--- config.mk ---
export PLATFORM = sky130hd
export DESIGN_NAME = wb_trace_buffer
export DESIGN_NICKNAME = d
export VERILOG_FILES = /design/src/rtl/wb_trace_pkg.sv /design/src/rtl/trace_fifo.sv /design/src/rtl/wb_trace_buffer.sv
export SDC_FILE = /design/constraint.sdc
export NUM_CORES = 1
export LEC_CHECK = 0
export BUFFER_PORTS_ARGS = -buffer_cell sky130_fd_sc_hd__buf_2
export CAP_MARGIN = 15
export CORE_MARGIN = 2
export CORE_UTILIZATION = 65
export CTS_CLUSTER_DIAMETER = 50
export DETAILED_ROUTE_END_ITERATION = 8
export GPL_ROUTABILITY_DRIVEN = 0
export PLACE_DENSITY = 0.83
export SETUP_SLACK_MARGIN = 0.3
export SYNTH_ARGS = -nofsm -noshare
export SYNTH_HDL_FRONTEND = slang
export SYNTH_HIERARCHICAL = 1
export SYNTH_SLANG_ARGS = --single-unit
--- constraint.sdc ---
create_clock -name clk -period 7.6 [get_ports clk]
set_input_delay 1.14 -clock clk [delete_from_list [all_inputs] [get_ports clk]]
set_output_delay 1.14 -clock clk [all_outputs]
set_load 0.005 [all_outputs]
--- src/rtl/wb_trace_pkg.sv ---
// Shared types and constants for the writeback trace buffer.
// The entry struct depends on module parameters, so it is declared in the top.
package wb_trace_pkg;

  localparam int OVF_W = 16;

  typedef enum logic [1:0] {
    IDLE    = 2'd0,
    CAPTURE = 2'd1,
    DONE    = 2'd2
  } state_t;

endpackage

--- src/rtl/trace_fifo.sv ---
// First-word-fall-through FIFO with a selectable full-buffer policy (drop or overwrite oldest).
// Storage is not reset; the head output is forced to zero while the FIFO is empty.
module trace_fifo #(
  parameter int ENTRY_W = 80,
  parameter int DEPTH   = 16
) (
  input  logic                       clk,
  input  logic                       rst_n,
  input  logic                       flush,
  input  logic                       wr_en,
  input  logic [ENTRY_W-1:0]         wr_data,
  input  logic                       overwrite,
  input  logic                       rd_ready,
  output logic                       rd_valid,
  output logic [ENTRY_W-1:0]         rd_data,
  output logic [$clog2(DEPTH+1)-1:0] count,
  output logic                       lost
);

  localparam int PTR_W = $clog2(DEPTH);
  localparam int CNT_W = $clog2(DEPTH+1);

  logic [ENTRY_W-1:0] mem [DEPTH];
  logic [PTR_W-1:0]   wptr;
  logic [PTR_W-1:0]   rptr;
  logic               full;
  logic               pop;
  logic               accept;
  logic               evict;

  assign full     = (count == CNT_W'(DEPTH));
  assign rd_valid = (count != '0);
  assign pop      = rd_valid && rd_ready;
  assign accept   = wr_en && (!full || pop || overwrite);
  // Overwrite on a full FIFO: the write lands on the oldest slot and the head skips past it.
  assign evict    = wr_en && full && !pop && overwrite;
  assign lost     = wr_en && full && !pop;
  assign rd_data  = rd_valid ? mem[rptr] : '0;

  always_ff @(posedge clk or negedge rst_n) begin
    if (!rst_n) begin
      wptr  <= '0;
      rptr  <= '0;
      count <= '0;
    end else if (flush) begin
      wptr  <= '0;
      rptr  <= '0;
      count <= '0;
    end else begin
      if (accept)
        wptr <= wptr + 1'b1;
      if (pop || evict)
        rptr <= rptr + 1'b1;
      case ({accept && !evict, pop})
        2'b10:   count <= count + 1'b1;
        2'b01:   count <= count - 1'b1;
        default: count <= count;
      endcase
    end
  end

  always_ff @(posedge clk) begin
    if (accept && !flush)
      mem[wptr] <= wr_data;
  end

endmodule

--- src/rtl/wb_trace_buffer.sv ---
// Writeback trace capture: snoops WB commits during a capture window and queues
// {pc, result, timestamp} entries for an external valid/ready reader.
module wb_trace_buffer
  import wb_trace_pkg::*;
#(
  parameter int DATA_W = 32,
  parameter int PC_W   = 32,
  parameter int DEPTH  = 16,
  parameter int CYC_W  = 16
) (
  input  logic                       clk,
  input  logic                       rst_n,
  input  logic                       start,
  input  logic                       flush,
  input  logic                       cfg_filter_zero,
  input  logic                       cfg_overwrite,
  input  logic [CYC_W-1:0]           cfg_max_cycles,
  input  logic                       wb_valid,
  input  logic [PC_W-1:0]            wb_pc,
  input  logic [DATA_W-1:0]          wb_result,
  output logic                       rd_valid,
  input  logic                       rd_ready,
  output logic [PC_W-1:0]            rd_pc,
  output logic [DATA_W-1:0]          rd_result,
  output logic [CYC_W-1:0]           rd_cycle,
  output logic [$clog2(DEPTH+1)-1:0] count,
  output logic [OVF_W-1:0]           overflow_cnt,
  output logic                       capturing,
  output logic                       done
);

  typedef struct packed {
    logic [PC_W-1:0]   pc;
    logic [DATA_W-1:0] result;
    logic [CYC_W-1:0]  cycle;
  } entry_t;

  localparam int ENTRY_W = $bits(entry_t);

  function automatic logic [CYC_W-1:0] sat_inc_cyc(input logic [CYC_W-1:0] v);
    return (v == '1) ? v : v + 1'b1;
  endfunction

  function automatic logic [OVF_W-1:0] sat_inc_ovf(input logic [OVF_W-1:0] v);
    return (v == '1) ? v : v + 1'b1;
  endfunction

  state_t           state;
  state_t           state_nx;
  logic [CYC_W-1:0] cyc;
  logic             qualify;
  logic             lost;
  entry_t           wr_entry;
  entry_t           head;
  logic [ENTRY_W-1:0] head_bits;

  assign capturing = (state == CAPTURE);
  assign done      = (state == DONE);

  always_ff @(posedge clk or negedge rst_n) begin
    if (!rst_n)
      state <= IDLE;
    else
      state <= state_nx;
  end

  // A start pulse in CAPTURE only restarts the window, so it also blocks the DONE exit.
  always_comb begin
    state_nx = state;
    case (state)
      IDLE:    if (start) state_nx = CAPTURE;
      CAPTURE: if (!start && cfg_max_cycles != '0 && cyc == cfg_max_cycles - 1'b1)
                 state_nx = DONE;
      DONE:    if (start) state_nx = CAPTURE;
      default: state_nx = IDLE;
    endcase
  end

  always_ff @(posedge clk or negedge rst_n) begin
    if (!rst_n)
      cyc <= '0;
    else if (start)
      cyc <= '0;
    else if (capturing)
      cyc <= sat_inc_cyc(cyc);
  end

  assign qualify  = wb_valid && capturing && !(cfg_filter_zero && wb_result == '0);
  assign wr_entry = '{pc: wb_pc, result: wb_result, cycle: cyc};

  trace_fifo #(
    .ENTRY_W (ENTRY_W),
    .DEPTH   (DEPTH)
  ) u_fifo (
    .clk       (clk),
    .rst_n     (rst_n),
    .flush     (flush),
    .wr_en     (qualify),
    .wr_data   (wr_entry),
    .overwrite (cfg_overwrite),
    .rd_ready  (rd_ready),
    .rd_valid  (rd_valid),
    .rd_data   (head_bits),
    .count     (count),
    .lost      (lost)
  );

  assign head      = head_bits;
  assign rd_pc     = head.pc;
  assign rd_result = head.result;
  assign rd_cycle  = head.cycle;

  always_ff @(posedge clk or negedge rst_n) begin
    if (!rst_n)
      overflow_cnt <= '0;
    else if (flush)
      overflow_cnt <= '0;
    else if (lost)
      overflow_cnt <= sat_inc_ovf(overflow_cnt);
  end

endmodule

==> impl_metrics.json, run 1 <==
{
  "portBuffers": 191,
  "antenna_found_initial": 11,
  "nNetsFinal": 2589,
  "drt-total-wl_um": 132000,
  "p_leak_nw": 18.4,
  "crit_path_end_kind": "output pin",
  "place_area_um2": 53900,
  "synth_seq_area_share": 0.763,
  "dieArea_um2": 82200,
  "worst_slew_pin_slew_ps": 1220,
  "dp_hpwl_um": 63500,
  "critical_path.startpoint": "u_fifo/rptr[0]$_DFFE_PN0P_",
  "fin_crit_sh": 0.675,
  "drt_iter0_drc": 3737,
  "yosys.area.top_type_share": 0.740,
  "synth_area_leaders": "edfxtp_1 74%, mux4_2 17%, dfrtp_1 2.3%",
  "firstDrtPassIters": 6,
  "grt_start_max_net_pins": 103,
  "fin_hold_ws_ps": 250,
  "final_cell_mix": "1280 x edfxtp_1, 400 x mux4_2, 191 x buf_2",
  "grt-busiest-layer": "met2",
  "rsz0062_at_grt": "false",
  "placed_cells": 3403,
  "fin_util": 0.737,
  "ff2ff_setup_slack_ps": 3140,
  "relSlewSlack": 0.186,
  "met1_usage": 0.459,
  "clkSlewWorstSetupHoldPaths_ps": 60,
  "status": "completed",
  "first_global_vias": 26800,
  "h-tree-depth": 4,
  "fillCellCount": 3855,
  "hold_viol_final": 0,
  "drive_gt1_frac": 0.328,
  "synth_ff_type": "edfxtp_1",
  "synth.distinct_cells": 66,
  "finalNonFillerCells": 3658,
  "die_width_um": 287,
  "cts.sinks": 1327,
  "finalMaxSlewViolations": 0,
  "max_freq_mhz": 195,
  "clock_path_buffers": 3,
  "synth_nets": 2343,
  "met2_usage": 0.548,
  "global_route.usage.met3": 0.0678,
  "min_period_ps": 5130,
  "cts_hold_buf": 0,
  "crit_required_ps": 6460,
  "critPathKind": "flop to output pin",
  "synth_edf_count": 1280,
  "synth_seq_cells": 1327,
  "die_y_um": 287,
  "powerDensity_nw_per_um2": 309,
  "final_common_cell": "edfxtp_1",
  "r2r-start": "state[0]$_DFFE_PN0P_",
  "cts_tree": "yes",
  "cp-start-kind": "flop",
  "r2r_end": "u_fifo/mem[13][8]$_DFFE_PP_",
  "tns_ps": 0,
  "drt-vias-per-instance": 7.19,
  "synthToLayoutAreaGrowth_pct": 12.1,
  "grt_pass1_wl_um": 194000,
  "rows": 103,
  "reg2reg_depth": 7,
  "yosysWarnings": 6,
  "finClkSkew_ps": 25.2,
  "ant_nets": 0,
  "start_util": 0.658,
  "clock_latency_ps": 750,
  "post_cts_buffers": 0,
  "numCtsBuffers": 134,
  "syn_area_per_cell_um2": 23.1,
  "hp-class": "input port to asynchronous set/reset pin",
  "setup_viol": 0,
  "netlist_instances": 2244,
  "cts_root_buffer": "clkbuf_16",
  "vias": 26300,
  "synth_top_cell_by_area": "edfxtp_1",
  "wl_per_cell_um": 36.1,
  "drv_cap": 0,
  "gr-total-overflow": 0,
  "ir_worst_vdd_v": 0.000283,
  "grt_usage": 0.332,
  "crit_path_max_fanout": 56,
  "drc": 0,
  "core_um2": 79000,
  "postLayoutCellArea_um2": 58200,
  "crit_arrival_ps": 3990,
  "io_pins": 192,
  "cts_resized": 0,
  "synthArstFlopShare": 0.0354,
  "syn-cell-area_um2": 51900
}
-- power by group --
| group | internal [mW] | switching (mW) |
|---|---|---|
| Clock | 3.63 | 2.94 |
| Combinational | 1.52 | 1.70 |
| Sequential | 8.09 | 0.113 |
| Total | 13.2 | 4.75 |
-- worst max-delay path by stage --
stage                                   end
3_5_place_dp   u_fifo/mem[12][23]$_DFFE_PP_
4_1_cts                        rd_cycle[10]
2_1_floorplan    u_fifo/mem[0][0]$_DFFE_PP_
3_3_place_gp   u_fifo/mem[12][65]$_DFFE_PP_
6_report                        rd_cycle[5]
5_1_grt                         rd_cycle[9]
-- worst max-delay path, stage by stage (launching register included) --
cell and delay [ps]:
dfrtp_4 450, buf_12 390, buf_4 770, mux4_2 630, mux4_2 510, and2_1 210, buf_2 140
-- logic make-up (layout without fill, tap and decap cells) --
group,after synthesis,in the layout,share of synthesized area
AND/OR/NAND/NOR,270,270,0.0300
multiplexers,408,408,0.175
other,0,14,0
flip-flops,1327,1327,0.763
buffers and inverters,126,476,0.0142
AO/OA/AOI/OAI,50,50,0.00677
adder cells (fa/ha/maj),11,11,0.00265
XOR/XNOR,52,52,0.00877
-- Yosys cell counts, types with 2 or more instances --
master    instances
o41ai_1           2
and3_1            7
nor3_1           13
ha_1             11
xor2_1           29
nor2b_1           4
mux2i_1           6
edfxtp_1       1280
buf_1             5
a211oi_1          2
nand4_1          15
nand3b_1          5
nor4_1           10
and2_1           96
dfrtp_1          47
buf_6            33
inv_2             3
clkbuf_1         62
nand2b_1          4
o21ai_0          13
a21oi_1          10
inv_1            12
or3_1             6
nand2_1          21
or4_1             3
nor2_1           54
and4_1            5
nor4b_1           2
xnor2_1          23
nor4_4            3
o21ai_1           2
a21boi_2          2
nand3_1          13
buf_2            10
mux4_2          400
-- layer usage --
layer,vias to the layer above,share of wire
li1,10000,-
met4,2,0.031
met2,2106,0.52
met1,13900,0.35
met5,-,0.000083
met3,292,0.11
-- flip-flops by register name, indices dropped and copies added, names as in the netlist --
name and flops:
overflow_cnt 16, u_fifo/rptr 4, u_fifo/wptr 4, state 2, u_fifo/mem 1280, u_fifo/count 5, cyc 16
-- stage by stage --
step	setup slack (ps)	power, mW
after detailed placement	2100	11.5
after global routing	2260	18.4
final	2470	18.0
after floorplan	2900	10.4
after global placement	2450	11.3
after CTS	2380	18.0
-- cell type report --
type | count | area, µm² | share of cell area
clock inverter | 77 | 753 | 0.0129
inverter | 15 | 56.3 | 0.000967
antenna | 14 | 35.0 | 0.000602
timing repair buffer | 221 | 1280 | 0.0220
sequential | 1327 | 39600 | 0.681
tap | 1050 | 1310 | 0.0226
multi-input combinational | 791 | 11600 | 0.200
clock buffer | 163 | 3520 | 0.0605
Power figures use the tool's default switching activity.
==> run 2, diff against run 1 <==
CORE_UTILIZATION = 56   (was 65)
PLACE_DENSITY = 0.76   (was 0.83)
clock period = 4.4 ns   (was 7.6 ns; I/O delays follow)
==> run 2 against run 1 <==
Net effect:
- critical path depth increased by 12
- wire length down 7.6%
- register-to-register slack worse by 2000 ps
- total power grew 72%
- first-iteration DRC count down 16%
- sequential power increased by 72%
- cell count is 7.0% higher
- highest routed layer unchanged
- setup slack got worse by 2200 ps
- critical endpoint is now u_fifo/count[4]$_DFFE_PN0P_
- sequential share of layout area shrank 1.7 points
- critical path type is now input port to flop
==> impl_metrics.json, run 2 (synthesis results as in run 1) <==
{
  "status": "completed",
  "holdPathEnd": "u_fifo/mem[6][25]$_DFFE_PP_",
  "rows": 111,
  "antenna_found_initial": 23,
  "dieArea_um2": 95200,
  "power.total_mw": 30.9,
  "finClkSkew_ps": 27.3,
  "firstDrtPassIters": 6,
  "dp_hpwl_um": 65400,
  "cp_slowest_stage_delay_ps": 320,
  "top_regs": "u_fifo/mem: 1280 flops, cyc: 16 flops, overflow_cnt: 16 flops",
  "cts_root_buffer": "clkbuf_16",
  "fin_crit_sh": 0.929,
  "clkSlewWorstSetupHoldPaths_ps": 70,
  "drt_iter0_drc": 3145,
  "grt_start_max_net_pins": 81,
  "drt-total-wl_um": 122000,
  "vias": 25300,
  "r2r-start": "state[0]$_DFFE_PN0P_",
  "drv_cap": 0,
  "clock_latency_ps": 740,
  "setup_viol": 0,
  "critPathKind": "input port to flop",
  "hold_viol_final": 0,
  "reg2reg_depth": 8,
  "cp-start-kind": "input port",
  "min_period_ps": 4090,
  "min_from": "wb_result[9]",
  "first_global_vias": 26600,
  "crit_arrival_ps": 4650,
  "crit_path_end_kind": "flop",
  "postLayoutCellArea_um2": 59700,
  "cts_tree": "yes",
  "die_width_um": 309,
  "drt-vias-per-instance": 6.46,
  "rsz0062_at_grt": "true",
  "powerDensity_nw_per_um2": 517,
  "hp-class": "input port to flop",
  "path_common_cell": "buf_4",
  "crit_slowest_cell": "nor4_4",
  "worst_slew_pin_slew_ps": 802,
  "ant_nets": 0,
  "gr-total-overflow": 0,
  "portBuffers": 191,
  "drc": 0,
  "cp_cell_sequence": "buf_2, nor4_4, buf_4, nand4_1, buf_4, nor4_2, buf_4, nand4_1, and3_4, nor2b_1, o21ai_2, o21ai_1, ha_2, or2_2, o221ai_1, a22oi_1, mux2i_1, o31ai_1",
  "final_common_cell": "edfxtp_1",
  "grt_pass1_wl_um": 179000,
  "core_um2": 91800,
  "h-tree-depth": 4,
  "relSlewSlack": 0.465,
  "cts.sinks": 1327,
  "numCtsBuffers": 133,
  "place_area_um2": 55300,
  "ir_worst_vdd_v": 0.000451,
  "grt_usage": 0.264,
  "wl_per_cell_um": 31.2,
  "crit_required_ps": 4970,
  "synthToLayoutAreaGrowth_pct": 14.9,
  "p_leak_nw": 18.9,
  "clock_path_buffers": 3,
  "crit_path_max_fanout": 17,
  "ff2ff_setup_slack_ps": 1100,
  "max_freq_mhz": 245,
  "top_register": "u_fifo/mem",
  "start_util": 0.566,
  "largest_reg_flops": 1280,
  "final_cell_mix": "1280 x edfxtp_1, 400 x mux4_2, 191 x buf_2",
  "min_path_cells": 1,
  "fin_util": 0.650,
  "die_y_um": 309,
  "r2r_end": "u_fifo/mem[6][12]$_DFFE_PP_",
  "drive_gt1_frac": 0.345,
  "io_pins": 192,
  "finalMaxSlewViolations": 0,
  "nNetsFinal": 2662
}
run 2: cell types whose count changed in the layout (fill, tap and decap cells not counted), sizes merged:
| cell | delta |
|---|---|
| dlygate4sd3 | +1 |
| clkbuf | +6 |
| diode | -9 |
| buf | +73 |
| bufinv | +3 |
| clkinvlp | -3 |
| inv | -7 |
run 2: area by class of cell:
type                    instances  area (µm²)
fillers                      5599       32100
flip-flops and latches       1327       39600
multi-input cells             791       11700
clock buffers                 169        3550
clock inverters                70         723
repair buffers                295        2500
diodes                          5        12.5
well taps                    1243        1560
inverters                      15        58.8
run 2: through the flow:
step,hold slack [ps],TNS [ps],setup WS [ps],cells
floorplan,364,0,1050,2244
global placement,468,-203960,-546,3665
detailed placement,490,-180860,-669,3665
CTS,125,0,265,3908
global route,168,0,217,3914
finish,181,0,313,3915
run 2: worst max-delay path by stage:
stage / slack [ps] / end / cells past startpoint / from
4_1_cts: 260 / u_fifo/count[4]$_DFFE_PN0P_ / 18 / wb_result[28]
3_5_place_dp: -670 / u_fifo/count[4]$_DFFE_PN0P_ / 18 / wb_result[28]
6_report: 310 / u_fifo/count[4]$_DFFE_PN0P_ / 18 / wb_result[28]
5_1_grt: 220 / u_fifo/count[4]$_DFFE_PN0P_ / 18 / wb_result[28]
2_1_floorplan: 1050 / u_fifo/mem[0][0]$_DFFE_PP_ / 8 / cfg_filter_zero
3_3_place_gp: -550 / u_fifo/count[4]$_DFFE_PN0P_ / 18 / wb_result[28]
run 2: report_power, final:
part | leakage, nW | total, mW | switching [mW] | internal [mW]
sequential | 12.2 | 14.1 | 0.152 | 14.0
clock | 2.08 | 11.1 | 4.71 | 6.40
combinational | 4.61 | 5.62 | 2.83 | 2.78
run 2: routing by layer:
layer | vias to the layer above | GRT usage | wire length, µm | part of all wire
met5 | - | 0 | 138 | 0.0011
met4 | 20 | 0.0902 | 3630 | 0.030
met3 | 264 | 0.0737 | 12300 | 0.10
met2 | 1510 | 0.429 | 61700 | 0.51
met1 | 13400 | 0.349 | 44300 | 0.36
li1 | 10100 | - | - | -
run 2: worst max-delay path, delay by kind of cell:
kind / cells / cell delay, ps
AND/OR/NAND/NOR: 7 / 1810
buffers and inverters: 4 / 850
AO/OA/AOI/OAI: 5 / 800
adder cells (fa/ha/maj): 1 / 260
multiplexers: 1 / 230
run 2: what timing repair did:
action                                  in CTS  in global routing
endpoints found under the hold margin        0                  8
buffers inserted                             4                  0
resized for setup                            3                  5
pin swaps                                    0                  3
endpoints found under the setup margin      11                  3
hold buffers                                 0                  1
